===== config.mk =====
export PLATFORM = sky130hd
export DESIGN_NAME = multicycle_rca
export DESIGN_NICKNAME = d
export VERILOG_FILES = /design/src/rtl/multicycle_rca_pkg.sv /design/src/rtl/multicycle_rca_chunk.sv /design/src/rtl/multicycle_rca.sv
export SDC_FILE = /design/constraint.sdc
export NUM_CORES = 1
export LEC_CHECK = 0
export BUFFER_PORTS_ARGS = -buffer_cell sky130_fd_sc_hd__buf_2
export CORE_ASPECT_RATIO = 2
export CORE_MARGIN = 2
export CORE_UTILIZATION = 61
export DETAILED_ROUTE_END_ITERATION = 7
export GPL_ROUTABILITY_DRIVEN = 0
export PLACE_DENSITY = 0.85
export SYNTH_ARGS = -nofsm -noshare
export SYNTH_HDL_FRONTEND = slang
export SYNTH_SLANG_ARGS = --single-unit

===== constraint.sdc =====
create_clock -name clk -period 6.7 [get_ports clk]
set_input_delay 0.335 -clock clk [delete_from_list [all_inputs] [get_ports clk]]
set_output_delay 0.335 -clock clk [all_outputs]
set_load 0.05 [all_outputs]

===== src/rtl/multicycle_rca_pkg.sv =====
// Shared definitions for the multi-cycle ripple-carry adder/subtractor:
// FSM state encoding, default geometry and slice-count helpers.
package multicycle_rca_pkg;

  typedef enum logic [1:0] {
    IDLE = 2'd0,
    RUN  = 2'd1,
    DONE = 2'd2
  } state_t;

  localparam int DEF_WIDTH = 32;
  localparam int DEF_CHUNK = 4;

  function automatic int num_slices(input int width, input int chunk);
    return width / chunk;
  endfunction

  // Slice index counter needs at least one bit even when there is one slice.
  function automatic int idx_bits(input int n);
    return (n > 1) ? $clog2(n) : 1;
  endfunction

endpackage


===== src/rtl/multicycle_rca_chunk.sv =====
// Combinational CHUNK-bit ripple adder from full-adder cells; also exports the
// carry into its top bit so the caller can form signed overflow.
module multicycle_rca_chunk #(
  parameter int CHUNK = 4
) (
  input  logic [CHUNK-1:0] a,
  input  logic [CHUNK-1:0] b,
  input  logic             ci,
  output logic [CHUNK-1:0] sum,
  output logic             co,
  output logic             c_top
);

  logic [CHUNK:0] c;

  assign c[0] = ci;

  for (genvar i = 0; i < CHUNK; i++) begin : g_fa
    assign sum[i]   = a[i] ^ b[i] ^ c[i];
    assign c[i + 1] = (a[i] & b[i]) | (c[i] & (a[i] ^ b[i]));
  end

  assign co    = c[CHUNK];
  assign c_top = c[CHUNK - 1];

endmodule


===== src/rtl/multicycle_rca.sv =====
// Sequential WIDTH-bit add/subtract, one CHUNK slice per clock; result after
// N cycles from accept. start is ignored while busy; results hold until the next completion.
module multicycle_rca
  import multicycle_rca_pkg::*;
#(
  parameter int WIDTH = DEF_WIDTH,
  parameter int CHUNK = DEF_CHUNK
) (
  input  logic             clk,
  input  logic             reset_n,
  input  logic             start,
  input  logic             sub,
  input  logic [WIDTH-1:0] a,
  input  logic [WIDTH-1:0] b,
  input  logic             ci,
  output logic             busy,
  output logic             done,
  output logic [WIDTH-1:0] s,
  output logic             co,
  output logic             ovf
);

  localparam int N    = num_slices(WIDTH, CHUNK);
  localparam int IDXW = idx_bits(N);
  localparam logic [IDXW-1:0] LAST_IDX = IDXW'(N - 1);

  state_t           state, state_nxt;
  logic [IDXW-1:0]  idx;
  logic [WIDTH-1:0] op_a, op_b, acc, acc_nxt;
  logic             carry;
  logic [CHUNK-1:0] slice_a, slice_b, slice_sum;
  logic             slice_co, slice_c_top;
  logic             accept, last;

  assign accept = start && (state == IDLE || state == DONE);
  assign last   = (idx == LAST_IDX);

  always_comb begin
    slice_a = op_a[int'(idx) * CHUNK +: CHUNK];
    slice_b = op_b[int'(idx) * CHUNK +: CHUNK];
    acc_nxt = acc;
    acc_nxt[int'(idx) * CHUNK +: CHUNK] = slice_sum;
  end

  multicycle_rca_chunk #(
    .CHUNK (CHUNK)
  ) u_rca_chunk (
    .a     (slice_a),
    .b     (slice_b),
    .ci    (carry),
    .sum   (slice_sum),
    .co    (slice_co),
    .c_top (slice_c_top)
  );

  always_ff @(posedge clk or negedge reset_n) begin
    if (!reset_n) begin
      state <= IDLE;
    end else begin
      state <= state_nxt;
    end
  end

  always_comb begin
    state_nxt = state;
    case (state)
      IDLE:    if (start) state_nxt = RUN;
      RUN:     if (last) state_nxt = DONE;
      DONE:    state_nxt = start ? RUN : IDLE;
      default: state_nxt = IDLE;
    endcase
  end

  always_comb begin
    busy = (state == RUN);
    done = (state == DONE);
  end

  // Subtraction is a + ~b + 1: invert b once at accept and force carry-in high.
  always_ff @(posedge clk or negedge reset_n) begin
    if (!reset_n) begin
      op_a  <= '0;
      op_b  <= '0;
      acc   <= '0;
      carry <= 1'b0;
      idx   <= '0;
      s     <= '0;
      co    <= 1'b0;
      ovf   <= 1'b0;
    end else if (accept) begin
      op_a  <= a;
      op_b  <= sub ? ~b : b;
      carry <= sub ? 1'b1 : ci;
      idx   <= '0;
    end else if (state == RUN) begin
      acc   <= acc_nxt;
      carry <= slice_co;
      idx   <= idx + 1'b1;
      if (last) begin
        s   <= acc_nxt;
        co  <= slice_co;
        ovf <= slice_c_top ^ slice_co;
      end
    end
  end

endmodule


== Yosys cells after proc, flatten, opt, wreduce, memory -nomap -nowiden ==
Index checks and enable logic that the tools add are counted.
Widths: inputs -> output; s select.
Operators by class
  add/sub/neg operators: 2
  equal/unequal tests: 5
  shift operators: 4
  multiplexer cells: 11
  bitwise logic cells: 23
  reduce and logical (&&, ||, !) cells: 7
Operators by type and width (count)
  $shiftx 32x6->4: 2
  $neg 5->33: 1
  $shift 4x33->32 const A: 1
  $shiftx 4x33->32: 1
  $bwmux 32: 1
  $mux 32: 1
  $not 32->32: 1
  $xor 1x1->1: 9
  $and 1x1->1: 8
  $mux 3: 2
  $pmux 2 s3: 1
  $mux 1: 4
  $mux 2: 2
  $or 1x1->1: 4
  $reduce_and 2->1: 2
  $add 3x1->3 const B: 1
  $eq 3x3->1 const B: 1
  $reduce_and 3->1: 1
  $eq 2x1->1 const B: 1
  $eq 2x2->1 const B: 1
  $logic_not 2->1: 1
  $ne 2x1->1 const B: 1
  $ne 2x2->1 const B: 1
  $reduce_bool 2->1: 1
  other kinds (3): 3
Word-level totals
  register bits after elaboration: 136
  input port bits: 69
  output and inout port bits: 36
  word-level logic and storage cells: 61

== Longest topological paths before layout ==
  depth after elaboration: 12
  gate-level depth with buffers: 15
  mapped depth without buffers: 12

== Hierarchy ==
Synthesis repeated with hierarchy kept, for this count alone.
Unflattened totals
  cell total of the unflattened synthesis: 592
  area total of the unflattened synthesis: 6729.0 um2
By module, submodules not included
  multicycle_rca: times used 1, cells each 580, area each 6618.8 um2
  multicycle_rca_chunk: times used 1, cells each 12, area each 110.1 um2

== Least setup slack after synthesis ==
OpenSTA, ideal clock, no wires.
  kind: register -> register
  from: register idx[1]
  to: register s[15]
  library setup time: 78 ps
  arrival: 3837 ps
  data required time: 6622 ps
  path slack: 2786 ps
  cell stages (with the launch flop): 16
  path buffers: 3
  clock period less this slack: 3914 ps
  path through: dfrtp_1 > clkbuf_1 > clkbuf_1 > buf_2 > mux4_2 > mux2i_1 > fa_1 > inv_1 > fa_1 > inv_1 > fa_1 > inv_1 > fa_1 > nor4bb_1 > a32oi_1 > a21oi_1
Between the ends
  cells in the longest elaborated chain, start to end: 11
  elaborated cells between the ends (all ways): 25
RTL lines
  start, declared: RTL line multicycle_rca.sv:28  | logic [IDXW-1:0] idx;
  start signal, assigned: RTL line multicycle_rca.sv:98  | idx <= idx + 1'b1;
  $shiftx 32x6->4 (on tied branches): RTL line multicycle_rca.sv:39, multicycle_rca.sv:40
  $xor 1x1->1: RTL line multicycle_rca_chunk.sv:19, multicycle_rca_chunk.sv:20
  $and 1x1->1: RTL line multicycle_rca_chunk.sv:20  | assign c[i + 1] = (a[i] & b[i]) | (c[i] & (a[i] ^ b[i]));
  $or 1x1->1: RTL line multicycle_rca_chunk.sv:20
  $and 1x1->1: RTL line multicycle_rca_chunk.sv:20
  $or 1x1->1: RTL line multicycle_rca_chunk.sv:20
  $and 1x1->1: RTL line multicycle_rca_chunk.sv:20
  $or 1x1->1: RTL line multicycle_rca_chunk.sv:20
  $xor 1x1->1: RTL line multicycle_rca_chunk.sv:19  | assign sum[i] = a[i] ^ b[i] ^ c[i];
  $shiftx 4x33->32: RTL line multicycle_rca.sv:42  | acc_nxt[int'(idx) * CHUNK +: CHUNK] = slice_sum;
  $bwmux 32: RTL line multicycle_rca.sv:42
  end signal, assigned: RTL line multicycle_rca.sv:100  | s <= acc_nxt;
  end, declared: RTL line multicycle_rca.sv:18  | output logic [WIDTH-1:0] s,
Several ways; a longest one is shown, not always the timed one.
A chain may end at the register's enable or synchronous reset.

== Worst setup path in the final report ==
  from: register idx[0]
  to: register s[15]
The elaborated chain is that of the path after synthesis.

==> results.txt <==
The run finished with clean final reports. The total negative slack for setup checks came out at 0 ns. The die is 151 um tall. The starting density of the core came out at 0.625. The total number of vias came out at 4852. The initial antenna violation count is 0. The area share of the largest cell type after synthesis came out at 0.520. The number of buffers inserted during clock tree synthesis is 17. Setup repair after global routing left no endpoint under its margin. The number of slew-limit violations in the final report is 0. Dividing the detail-routed wire length by the instance count gives 19.6 um. The number of clock sinks is 136.

Tracing the worst setup path back leads to its startpoint at idx[0]$_DFFE_PN0P_. Data arrives at the worst endpoint at 4.89 ns. At the pin with the least slew margin, the transition time is 1.26 ns. The ratio of final minimum period to clock period came out at 0.680. The launch instance of the worst register-to-register path is idx[0]$_DFFE_PN0P_.

The maximum root-to-sink buffer count came out at 2. The number of max-capacitance violations reported is 0. The number of global-route vias before repair came out at 5130. The via count normalized by instance count is 5.94. The terminus of the critical flop-to-flop path is s[15]$_DFFE_PN0P_. The share of synthesized flip-flops with an asynchronous set or reset is 1.00.

For this run, the leading register cell type out of synthesis is dfrtp_1. Counting stages on the worst path, the most repeated cell is fa_1. The first-pass GRT wire length is 25.6 mm. For this run, the post-layout net count is 748.

The HPWL after detailed placement came out at 11.1 mm. The synthesized instance count is 580. The number of cells on the worst reg-to-reg path is 13.

STA classifies the critical path endpoint as a flop. The combined buffer and inverter count along the critical path is 4. The total overflow left after global routing is 0. The count of buffers added by post-CTS timing repair for setup came out at 0.

In this run the most critical hold path is launched from a[10]. The commonest cells after synthesis are 136 x dfrtp_1, 62 x nand2_1, 57 x mux2_2. The number of placement rows is 53.

The number of hold violations in the final report is 0. Traced cell by cell, the critical path runs through buf_4 > mux4_2 > mux2i_1 > fa_1 > inv_1 > fa_1 > inv_1 > fa_1 > inv_1 > fa_1 > nor4bb_1 > a32oi_1 > a21oi_1. The class of the worst hold path is in2reg. Along the worst path, the maximum fanout reaches 20.

For this design the top-level I/O count stands at 105. The top achievable clock speed came out at 220 MHz. The clock root buffer is clkbuf_16.

The maximum clock skew at final layout came out at 0.00993 ns. The kind of launch point of the worst setup path is a flop. In the global route stage, overall resource usage came out at 0.292. Counting the fill cells in the layout gives 753. The minimum clock period is 4.55 ns. The number of antenna diodes in the final layout is 0.

The area growth from synthesis to final layout is 18.0%. The number of enable-type register cells in the synthesized netlist is 0. The worst setup timing slack at the placement stage is 2.22 ns. The total routed wirelength came out at 16.0 mm. The part of the Yosys area used for sequential elements came out at 0.520. The count of distinct cell types in the synthesized netlist is 46.

The antenna violation net count after detailed routing came out at 0. The number of design rule violations left after detail routing came out at 0. The first-pass detailed-route iteration total is 6. The number of buffers added on ports is 104.

The die covers 11600 um2. The number of warnings issued by yosys came out at 0. The final hold slack came out at 0.146 ns. The synthesized design spends more area on one cell type than any other, namely dfrtp_1. In this run the horizontal extent of the chip is 77.3 um. The mapped netlist covers 6550 um2.

The critical path is of the reg2reg type. The standard cell core area came out at 10500 um2. The post-synth net total is 660. The slowest stage of the critical path is the dfrtp_1 cell. The critical path ends at s[15]$_DFFE_PN0P_.

In this design, the largest share of critical-path delay is due to adder cells. Sorting the synthesized cells by area gives the leading types as dfrtp_1 52%, mux2_2 9.8%, mux4_2 5.5%. Setup slack on the critical path of the routed design comes to 2.15 ns. The insertion delay to the later sink of the worst-skew pair is 0.42 ns. The post-synthesis average cell area is 11.3 um2.

The number of levels in the clock H-tree is 4. Data on the critical path is required at its endpoint by 7.04 ns. The worst slew slack as a fraction of its limit came out at 0.148.

The final number of setup-violating endpoints is 0. In this run, the number of DRC markers left after iteration 0 of detailed routing was 422. The flip-flop and latch count after synthesis came out at 136. The worst stage delay on the critical path is 0.65 ns. The pin count of the biggest net entering global routing came out at 101.

The clock input transition at the sequential cells of the worst setup and hold paths is 0.05 ns. The slack of the worst reg-to-reg path came out at 2.15 ns. The layout cell share with drive strength beyond 1 came out at 0.319. The most common cell in the synthesized netlist is dfrtp_1. TritonCTS built the clock tree. The total number of cells along the worst setup path is 13.
## area by class of cell
type	count	area, um2	share of cell area
timing repair buffer	111	578	0.0748
inverter	9	33.8	0.00437
clock inverter	8	120	0.0155
sequential	136	3400	0.440
tap	137	171	0.0222
multi-input combinational	393	2940	0.381
clock buffer	23	478	0.0619
## cells by family after synthesis
| kind of cell | synth area share |
|---|---|
| xor gates and xnor gates | 0.0441 |
| buffers and inverters | 0.0323 |
| adders and majority gates | 0.0256 |
| muxes | 0.164 |
| and+or+nand+nor | 0.109 |
| AOI/OAI and AO/OA | 0.106 |
| DFF | 0.520 |
## flip-flops by register name (all words and copies together), names as in the netlist
signal / flops
ovf: 1
op_a: 32
state: 2
carry: 1
idx: 3
co: 1
s: 32
acc: 32
op_b: 32
## cell usage in the layout, fill, tap and decap left out, types with 6 or more instances in the layout
master	instances
a21oi_1	22
a31oi_1	8
buf_2	103
buf_4	7
clkbuf_16	17
dfrtp_1	136
ha_1	7
inv_1	8
mux2_2	57
mux4_2	16
nand2_1	62
nand2b_1	8
nand3_1	6
nor2_1	40
nor2b_1	6
nor3_1	8
o211ai_1	12
o21ai_0	56
xnor2_1	32
## worst min path at each step
stage                      endpoint  slack [ns]  cells past startpoint
2_1_floorplan    acc[0]$_DFFE_PN0P_        0.04                      0
3_3_place_gp       s[2]$_DFFE_PN0P_        0.38                      1
3_5_place_dp      s[16]$_DFFE_PN0P_        0.40                      1
4_1_cts        op_a[25]$_DFFE_PN0P_        0.14                      2
5_1_grt        op_a[13]$_DFFE_PN0P_        0.14                      2
6_report       op_a[10]$_DFFE_PN0P_        0.15                      2
## through the flow
stage	util	instance area, um2	cells
final	0.738	7730	817
after global routing	0.738	7730	817
after CTS	0.738	7730	817
after detailed placement	0.679	7120	785
after global placement	0.679	7120	785
after floorplan	-	6550	580
## layer usage
| metal | GRT usage | up-vias | part of all wire |
|---|---|---|---|
| met4 | 0.149 | 0 | 0.043 |
| met5 | 0 | - | 0 |
| met2 | 0.546 | 193 | 0.57 |
| met1 | 0.304 | 2380 | 0.34 |
| li1 | - | 2225 | - |
| met3 | 0.0594 | 54 | 0.043 |
## what timing repair did
action / in CTS / in global routing
hold endpoints to repair: 49 / 0
hold buffers: 1 / 0
resized for setup: 0 / 0
Power is left out: the tool's default activity adds up to more than one toggle a clock period on the data nets, which glitch-free logic cannot reach.
